--- config.mk ---
export PLATFORM = sky130hd
export DESIGN_NAME = load_store_unit
export DESIGN_NICKNAME = d
export VERILOG_FILES = /design/src/rtl/lsu_pkg.sv /design/src/rtl/lsu_align.sv /design/src/rtl/load_store_unit.sv
export SDC_FILE = /design/constraint.sdc
export NUM_CORES = 1
export LEC_CHECK = 0
export ABC_AREA = 1
export BUFFER_PORTS_ARGS = -buffer_cell sky130_fd_sc_hd__buf_2
export CAP_MARGIN = 20
export CORE_MARGIN = 2
export CORE_UTILIZATION = 35
export CTS_CLUSTER_DIAMETER = 100
export CTS_CLUSTER_SIZE = 25
export DETAILED_ROUTE_END_ITERATION = 7
export HOLD_SLACK_MARGIN = 0.03
export PLACE_DENSITY = 0.6
export RECOVER_POWER = 50
export REMOVE_ABC_BUFFERS = 1
export SLEW_MARGIN = 30
export SYNTH_ARGS = -nofsm -noshare
export SYNTH_HDL_FRONTEND = slang
export SYNTH_HIERARCHICAL = 1
export SYNTH_SLANG_ARGS = --single-unit
--- constraint.sdc ---
create_clock -name clk -period 4.3 [get_ports clk]
set_input_delay 0.215 -clock clk [delete_from_list [all_inputs] [get_ports clk]]
set_output_delay 0.215 -clock clk [all_outputs]
set_load 0.005 [all_outputs]
--- src/rtl/lsu_pkg.sv ---
// Shared types, funct3/fault-cause codes and access-legality helpers for the load/store unit.
package lsu_pkg;

  typedef enum logic [1:0] {
    S_IDLE  = 2'd0,
    S_BUSY  = 2'd1,
    S_DONE  = 2'd2,
    S_FAULT = 2'd3
  } lsu_state_e;

  localparam logic [2:0] F3_B  = 3'b000;
  localparam logic [2:0] F3_H  = 3'b001;
  localparam logic [2:0] F3_W  = 3'b010;
  localparam logic [2:0] F3_BU = 3'b100;
  localparam logic [2:0] F3_HU = 3'b101;

  localparam logic [1:0] FC_NONE     = 2'b00;
  localparam logic [1:0] FC_MISALIGN = 2'b01;
  localparam logic [1:0] FC_TIMEOUT  = 2'b10;
  localparam logic [1:0] FC_ILLEGAL  = 2'b11;

  function automatic logic size_illegal(input logic rd, input logic wr, input logic [2:0] f3);
    logic ill;
    if (rd && wr) ill = 1'b1;
    else if (wr)  ill = !(f3 inside {F3_B, F3_H, F3_W});
    else          ill = !(f3 inside {F3_B, F3_H, F3_W, F3_BU, F3_HU});
    return ill;
  endfunction

  // Only meaningful for legal funct3 values; byte accesses are always aligned.
  function automatic logic misaligned(input logic [2:0] f3, input logic [1:0] lo);
    logic mis;
    case (f3[1:0])
      2'b01:   mis = lo[0];
      2'b10:   mis = (lo != 2'b00);
      default: mis = 1'b0;
    endcase
    return mis;
  endfunction

endpackage

--- src/rtl/lsu_align.sv ---
// Combinational lane logic: store data replication / byte enables, load lane select and extension.
module lsu_align
  import lsu_pkg::*;
(
  input  logic        st_we_i,
  input  logic [2:0]  st_f3_i,
  input  logic [1:0]  st_lo_i,
  input  logic [31:0] st_wd_i,
  output logic [31:0] st_wdata_o,
  output logic [3:0]  st_be_o,
  input  logic [2:0]  ld_f3_i,
  input  logic [1:0]  ld_lo_i,
  input  logic [31:0] ld_raw_i,
  output logic [31:0] ld_data_o
);

  logic [7:0]  ld_byte;
  logic [15:0] ld_half;

  always_comb begin
    st_wdata_o = st_wd_i;
    st_be_o    = 4'b1111;
    if (st_we_i) begin
      case (st_f3_i)
        F3_B: begin
          st_wdata_o = {4{st_wd_i[7:0]}};
          st_be_o    = 4'b0001 << st_lo_i;
        end
        F3_H: begin
          st_wdata_o = {2{st_wd_i[15:0]}};
          st_be_o    = st_lo_i[1] ? 4'b1100 : 4'b0011;
        end
        default: ;
      endcase
    end
  end

  always_comb begin
    ld_byte = ld_raw_i[{ld_lo_i, 3'b000} +: 8];
    ld_half = ld_lo_i[1] ? ld_raw_i[31:16] : ld_raw_i[15:0];
    case (ld_f3_i)
      F3_B:    ld_data_o = {{24{ld_byte[7]}}, ld_byte};
      F3_BU:   ld_data_o = {24'b0, ld_byte};
      F3_H:    ld_data_o = {{16{ld_half[15]}}, ld_half};
      F3_HU:   ld_data_o = {16'b0, ld_half};
      default: ld_data_o = ld_raw_i;
    endcase
  end

endmodule

--- src/rtl/load_store_unit.sv ---
// Load/store unit: decodes an ALU-addressed access, runs a req/ready memory handshake with a
// wait-state timeout, and returns an extended load result or a one-cycle fault pulse.
module load_store_unit
  import lsu_pkg::*;
#(
  parameter int TIMEOUT = 16
) (
  input  logic        clk,
  input  logic        rst_n,
  input  logic [31:0] ALUResult,
  input  logic [31:0] WriteData,
  input  logic        MemRead,
  input  logic        MemWrite,
  input  logic [2:0]  Funct3,
  output logic [31:0] ReadData,
  output logic        Stall,
  output logic        Done,
  output logic        Fault,
  output logic [1:0]  FaultCause,
  output logic        MemReq,
  output logic        MemWe,
  output logic [31:0] MemAddr,
  output logic [31:0] MemWdata,
  output logic [3:0]  MemBe,
  input  logic        MemReady,
  input  logic [31:0] MemRdata
);

  localparam int CW = $clog2(TIMEOUT + 1);

  // Handshake: while in BUSY, MemReq stays high with address/data/enables held; the access
  // completes on the first rising edge where MemReady is high. MemReady is ignored elsewhere.

  lsu_state_e  state_q, state_d;
  logic [CW-1:0] cnt_q, cnt_d;
  logic [31:0] addr_q, addr_d;
  logic [2:0]  f3_q, f3_d;
  logic        we_q, we_d;
  logic [31:0] wdata_q, wdata_d;
  logic [3:0]  be_q, be_d;
  logic [1:0]  cause_q, cause_d;
  logic [31:0] rdata_q, rdata_d;

  logic        access;
  logic        illegal;
  logic        misal;
  logic [31:0] st_wdata;
  logic [3:0]  st_be;
  logic [31:0] ld_data;

  assign access  = MemRead | MemWrite;
  assign illegal = size_illegal(MemRead, MemWrite, Funct3);
  assign misal   = misaligned(Funct3, ALUResult[1:0]);

  lsu_align u_align (
    .st_we_i    (MemWrite),
    .st_f3_i    (Funct3),
    .st_lo_i    (ALUResult[1:0]),
    .st_wd_i    (WriteData),
    .st_wdata_o (st_wdata),
    .st_be_o    (st_be),
    .ld_f3_i    (f3_q),
    .ld_lo_i    (addr_q[1:0]),
    .ld_raw_i   (MemRdata),
    .ld_data_o  (ld_data)
  );

  always_ff @(posedge clk or negedge rst_n) begin
    if (!rst_n) begin
      state_q <= S_IDLE;
      cnt_q   <= '0;
      addr_q  <= '0;
      f3_q    <= '0;
      we_q    <= 1'b0;
      wdata_q <= '0;
      be_q    <= '0;
      cause_q <= FC_NONE;
      rdata_q <= '0;
    end else begin
      state_q <= state_d;
      cnt_q   <= cnt_d;
      addr_q  <= addr_d;
      f3_q    <= f3_d;
      we_q    <= we_d;
      wdata_q <= wdata_d;
      be_q    <= be_d;
      cause_q <= cause_d;
      rdata_q <= rdata_d;
    end
  end

  always_comb begin
    state_d    = state_q;
    cnt_d      = cnt_q;
    addr_d     = addr_q;
    f3_d       = f3_q;
    we_d       = we_q;
    wdata_d    = wdata_q;
    be_d       = be_q;
    cause_d    = cause_q;
    rdata_d    = rdata_q;
    Stall      = 1'b0;
    MemReq     = 1'b0;
    Done       = 1'b0;
    Fault      = 1'b0;
    FaultCause = FC_NONE;
    ReadData   = '0;
    case (state_q)
      S_IDLE: begin
        // Gated by rst_n so a held request cannot stall the core while reset is asserted.
        Stall = access & rst_n;
        if (access) begin
          if (illegal) begin
            cause_d = FC_ILLEGAL;
            state_d = S_FAULT;
          end else if (misal) begin
            cause_d = FC_MISALIGN;
            state_d = S_FAULT;
          end else begin
            addr_d  = ALUResult;
            f3_d    = Funct3;
            we_d    = MemWrite;
            wdata_d = st_wdata;
            be_d    = st_be;
            cnt_d   = '0;
            state_d = S_BUSY;
          end
        end
      end
      S_BUSY: begin
        MemReq = 1'b1;
        Stall  = 1'b1;
        if (MemReady) begin
          rdata_d = we_q ? 32'b0 : ld_data;
          state_d = S_DONE;
        end else if (cnt_q == CW'(TIMEOUT - 1)) begin
          cause_d = FC_TIMEOUT;
          state_d = S_FAULT;
        end else begin
          cnt_d = cnt_q + CW'(1);
        end
      end
      S_DONE: begin
        Done     = 1'b1;
        ReadData = rdata_q;
        state_d  = S_IDLE;
      end
      S_FAULT: begin
        Fault      = 1'b1;
        FaultCause = cause_q;
        state_d    = S_IDLE;
      end
      default: state_d = S_IDLE;
    endcase
  end

  assign MemAddr  = {addr_q[31:2], 2'b00};
  assign MemWe    = we_q;
  assign MemWdata = wdata_q;
  assign MemBe    = be_q;

endmodule
; Word level (Yosys, flattened, before mapping)
; Index checks and enable logic that the tools add are counted.
[totals]
input_bits = 104
elab_cells = 88
ff_bits = 113
out_inout_bits = 107
[classes]
reduce_logical = 16
mux = 35
shift = 2
n_eq_ne = 21
addsub = 1
bitwise = 4
[op_table]
columns = cell, n
row1 = $pmux 32 s4, 1
row2 = $mux 32, 3
row3 = $pmux 32 s2, 1
row4 = $shiftx 32x6->8, 1
row5 = $mux 5, 5
row6 = $mux 2, 11
row7 = $mux 16, 1
row8 = $eq 3x3->1 const B, 4
row9 = $ne 2x2->1 const B, 6
row10 = $pmux 5 s2, 1
row11 = $mux 4, 2
row12 = $pmux 4 s2, 1
row13 = $eq 2x2->1 const B, 3
row14 = $eq 3x1->1 const B, 2
row15 = $logic_not 3->1, 2
row16 = $ne 3x3->1 const B, 2
row17 = $pmux 2 s3, 1
row18 = $reduce_and 6->1, 1
row19 = $add 5x1->5 const B, 1
row20 = $eq 5x4->1 const B, 1
row21 = $mux 1, 5
row22 = $reduce_and 5->1, 1
row23 = $reduce_bool 5->1, 1
row24 = $eq 2x1->1 const B, 2
row25 = other kinds (15), 20

; Logic depth before layout (Yosys ltp)
[depth]
depth_word = 8
ltp_mapped = 11
mapped_depth_nobuf = 10

; Cells and area by module
; Netlist, hierarchy kept.
[modules_own_cells]
columns = module, seq_area_each_um2, n_inst, cells_each, area_each_um2
row1 = load_store_unit, 2827.7, 1, 614, 5151.2
row2 = lsu_align, 0.0, 1, 320, 1521.5

; Least setup slack after synthesis
; Ideal clock, no wire load.
[synth_timing]
path_type = register to register
start = register cnt_q[0]
end = register cnt_q[0]
path_slack_ns = 2.808
synth_period_minus_slack_ns = 1.492
path_stages_with_launch = 9
t_required_ns = 4.183
path_buffers = 0
setup_time_ns = 0.117
arrival_ns = 1.375
path_cell_list = dfrtp_1 > ha_1 > nand2_1 > nor2_1 > ha_1 > a21oi_1 > nand4_1 > nand2_1 > nand2_1
[synth_between]
elab_chain_len = 4
elab_cells_between_ends = 7
cone_classes = add/sub (1) / eq/ne (2) / mux (3) / reduce/logical (1)
[synth_rtl]
columns = element, line
row1 = start: declaration, load_store_unit.sv:35  ; logic [CW-1:0] cnt_q, cnt_d;
row2 = start signal: assignment, load_store_unit.sv:81  ; cnt_q <= cnt_d;
row3 = $add 5x1->5, load_store_unit.sv:140  ; cnt_d = cnt_q + CW'(1);
row4 = $mux 5, load_store_unit.sv:136  ; end else if (cnt_q == CW'(TIMEOUT - 1)) begin
row5 = $mux 5, load_store_unit.sv:133  ; if (MemReady) begin
row6 = $pmux 5 s2, load_store_unit.sv:108  ; case (state_q)
; Parallel ways exist; a longest one is shown, timed or not. The select of a mux whose other input is x is not followed.
; A chain may end at the register's enable or synchronous reset.

; Worst setup path in the final report
[layout_timing]
start = register state_q[0]
end = register wdata_q[13] (netlist: MemWdata[13])
[layout_between]
elab_chain_len = 2
[layout_rtl]
columns = element, line
row1 = start: declaration, load_store_unit.sv:34  ; lsu_state_e state_q, state_d;
row2 = start signal: assignment, load_store_unit.sv:80  ; state_q <= state_d;
row3 = $logic_not 2->1, load_store_unit.sv:108
row4 = $reduce_and 4->1 (no line), --
row5 = end signal: assignment, load_store_unit.sv:85  ; wdata_q <= wdata_d;
row6 = end: declaration, load_store_unit.sv:39  ; logic [31:0] wdata_q, wdata_d;
; Every way passes these cells.

==> results by group <==
Clocking
  • Worst skew pair latency: 0.42 ns
  • CTS root buf: clkbuf_16
  • TritonCTS Buffers: 17
  • Clock Path Buffers: 2
  • Post-CTS Setup Bufs: 0
  • Sink Count: 113
  • Clock-pin slew on the worst setup and hold paths: 0.06 ns
  • CTS tree: done
  • H-Tree Depth: 4
  • Post-CTS Resized: 0

Placement
  • Port buffer count: 208
  • Final RePlAce weighted congestion: 0.806
  • Placed instance count: 1295
  • Worst slack, placed: 1.89 ns
  • Placed cell areas: 7470 um2
  • Detailed Place HPWL: around 13 mm

Logic synthesis
  • Synth Cell Area: 6670 um2
  • Ys Warns: 6
  • Post-synth EDFFs: 0
  • Yosys cell types: 35
  • Fraction of registers with async set or reset after synthesis: 100%
  • Seq/Total Area, Yosys: 42.4%
  • Prevailing post-synth register cell: dfrtp_1
  • Syn_area_per_cell: around 7.1 um2
  • Synth Register Bits: 113
  • Synth Instances: about 930

STA
  • Final worst slack: ~1.8 ns
  • Slew Viols, Final: 63
  • Final setup TNS: 0 ns
  • Clk_skew: 0.0107 ns
  • Hold Fails Final Rpt: 0
  • RSZ-0062 raised after global routing: false
  • Final setup vio count: 0
  • Final worst path period need: 2.52 ns
  • Rel. slew slack: -5.76%
  • Fmax: 397 MHz
  • Period utilization: between 50% and 60%
  • Worst-margin pin slew: approximately 1.6 ns

Setup path
  • Critical Path Sink Type: flip-flop
  • Slowest-stage cell, CP: nand2_1
  • Buf/Inv on CP: 1
  • CP Depth: 7
  • Worst path max stage delay: a little under 0.7 ns
  • Worst reg-to-reg setup slack: 1.78 ns
  • Most frequent CP cell: nand2_1
  • Worst setup SP type: flip-flop
  • CP Cell Sequence: nor2_1 -> nand3_1 -> nor2_4 -> nand2_1 -> buf_4 -> nand2_1 -> nand2_1
  • R2r worst-path depth: 7
  • Worst Path Arrival: 2.82 ns
  • Kind of critical path: reg2reg
  • Top Family by Delay on Critical Path: simple AND/OR/NAND/NOR gates
  • Critical Path End: MemWdata[13]$_DFFE_PN0P_
  • Worst R2R End: MemWdata[13]$_DFFE_PN0P_
  • Critical Path RT: 4.60 ns
  • R2R Path Start: state_q[0]$_DFFE_PN0P_
  • Worst setup startpoint: state_q[0]$_DFFE_PN0P_
  • Critical Path Fanout Max: 39

Power and ir drop
  • Leak: 4.69 nW
  • Max VDD drop: 0.310 mV
  • Pwr Density: 654 nW/um2

Worst hold path
  • Hold Path Depth: 3
  • Hold Path Class: in2reg

Detailed routing
  • DR vias/cell: 4.75
  • WL met2: 9.22 mm
  • Via Count: approximately 6.4k
  • Drt pass-1 iters: 4
  • Uppermost layer routed: met4
  • Met3 Wirelength: 1.58 mm
  • WL met1: 8.44 mm
  • ANT nets after route: 0
  • Residual DRC: 0
  • Drt wl/cell: 14.4 um
  • Iter 0 DRT Violations: 332
  • Routed WL: 19.5 mm

Finish
  • Most frequent cells in the layout: nand2_1 (364), buf_2 (153), nand3_1 (134)
  • Utilization after layout: around 44%
  • Area grow syn2layout: 24.5%
  • Final instance area: 8300 um2
  • Final #Nets: 1215
  • Share of layout cells above drive strength 1: 20.8%
  • Commonest non-fill, non-tap cell in the layout: nand2_1
  • Final cell count without fillers: around 1.4k

Die
  • Core box area: 18700 um2
  • Die W: 142 um
  • DIE AREA: about 20000 um2
  • # rows: 50
  • Ports: between 200 and 250
  • Initial core utilization: 35.7%
  • Die Ht: 142 um

Global route
  • Largest net degree at the start of global routing: 71
  • Total track usage: about 20%
  • Initial antenna violation count: 1
  • Vias in the first global route: 6306
  • First-pass GRT wire length: about 32 mm
  • GR Overflow Total: 0

Outcome
  • Failing checks: capacitance limit, slew limit
  • Status: finished with violations

Flow run
  • Maxcap violations: 1
[report_power, final]
group / total, mW / switching (mW) / internal (mW)
clock: 1.58 / 0.588 / 0.992
sequential: 1.85 / 0.324 / 1.52
combinational: 2.00 / 1.27 / 0.731
[repair_timing]
item | 4_1_cts | 5_1_grt
endpoints found under the setup margin | 0 | 0
hold endpoints to repair | 76 | 0
hold buffers | 26 | 0
[kinds of logic after synthesis]
kind of cell	count (synthesis)	synth area share, %
compound gates	47	3.62
xor+xnor	1	0.131
fa+ha+maj	5	0.938
buf+inv	173	13.6
flops	113	42.4
other cells	1	0.0562
simple gates	594	39.3
[Yosys cell counts (2+ instances only)]
| cell type | number | area share [%] |
|---|---|---|
| nand2_1 | 364 | 20 |
| nand3_1 | 133 | 10 |
| dfrtp_1 | 113 | 42 |
| inv_1 | 81 | 4.6 |
| nor2_1 | 60 | 3.4 |
| o21ai_0 | 42 | 3.2 |
| buf_4 | 40 | 4.5 |
| nand3_2 | 20 | 3.0 |
| clkbuf_1 | 17 | 0.96 |
| buf_2 | 15 | 1.1 |
| buf_6 | 10 | 1.7 |
| ha_1 | 5 | 0.94 |
| buf_1 | 4 | 0.22 |
| inv_2 | 4 | 0.22 |
| nor2_4 | 3 | 0.51 |
| a21oi_1 | 2 | 0.15 |
| nand2_4 | 2 | 0.34 |
| or2_2 | 2 | 0.19 |
[worst min-delay path by stage]
stage | start | end | slack, ns
after global placement | rst_n | rdata_q[2]$_DFFE_PN0P_ | 0.31
after floorplan | rst_n | MemBe[0]$_DFFE_PN0P_ | -0.08
final | ALUResult[3] | addr_q[3]$_DFFE_PN0P_ | 0.04
after CTS | ALUResult[3] | addr_q[3]$_DFFE_PN0P_ | 0.03
after detailed placement | rst_n | rdata_q[6]$_DFFE_PN0P_ | 0.31
after global routing | ALUResult[17] | addr_q[17]$_DFFE_PN0P_ | 0.05
[tightest hold or removal path, stage by stage]
cell	delay, ns
buf_2	0.08
nand3_1	0.06
nand2_1	0.06
[area by class of cell]
class | instances | area, um2
Timing Repair Buffer | 239 | 1270
Antenna cell | 1 | 2.50
Inverter | 86 | 323
Clock inverter | 15 | 224
Clock buffer | 17 | 425
Multi-Input combinational cell | 649 | 2940
Fill cell | 1959 | 10400
Tap cell | 234 | 293
Sequential cell | 113 | 2830
[stage by stage]
step | total power [mW] | hold slack (ns)
6_report | 5.43 | 0.0381
4_1_cts | 5.55 | 0.0301
2_1_floorplan | 3.03 | -0.0806
5_1_grt | 5.89 | 0.0513
3_5_place_dp | 3.93 | 0.314
3_3_place_gp | 3.91 | 0.312
[state kept, by name (all words and copies together) (netlist names)]
| register | count |
|---|---|
| MemWdata | 32 |
| addr_q | 32 |
| rdata_q | 32 |
| cnt_q | 5 |
| MemBe | 4 |
| f3_q | 3 |
| cause_q | 2 |
| state_q | 2 |
| MemWe | 1 |
[metal layers]
layer	vias up	GRT usage, %
met2	215	32.1
met4	0	6.84
li1	3205	-
met3	20	6.46
met1	2995	25.1
met5	-	0
Note: power is estimated with default switching activity, not from simulation.
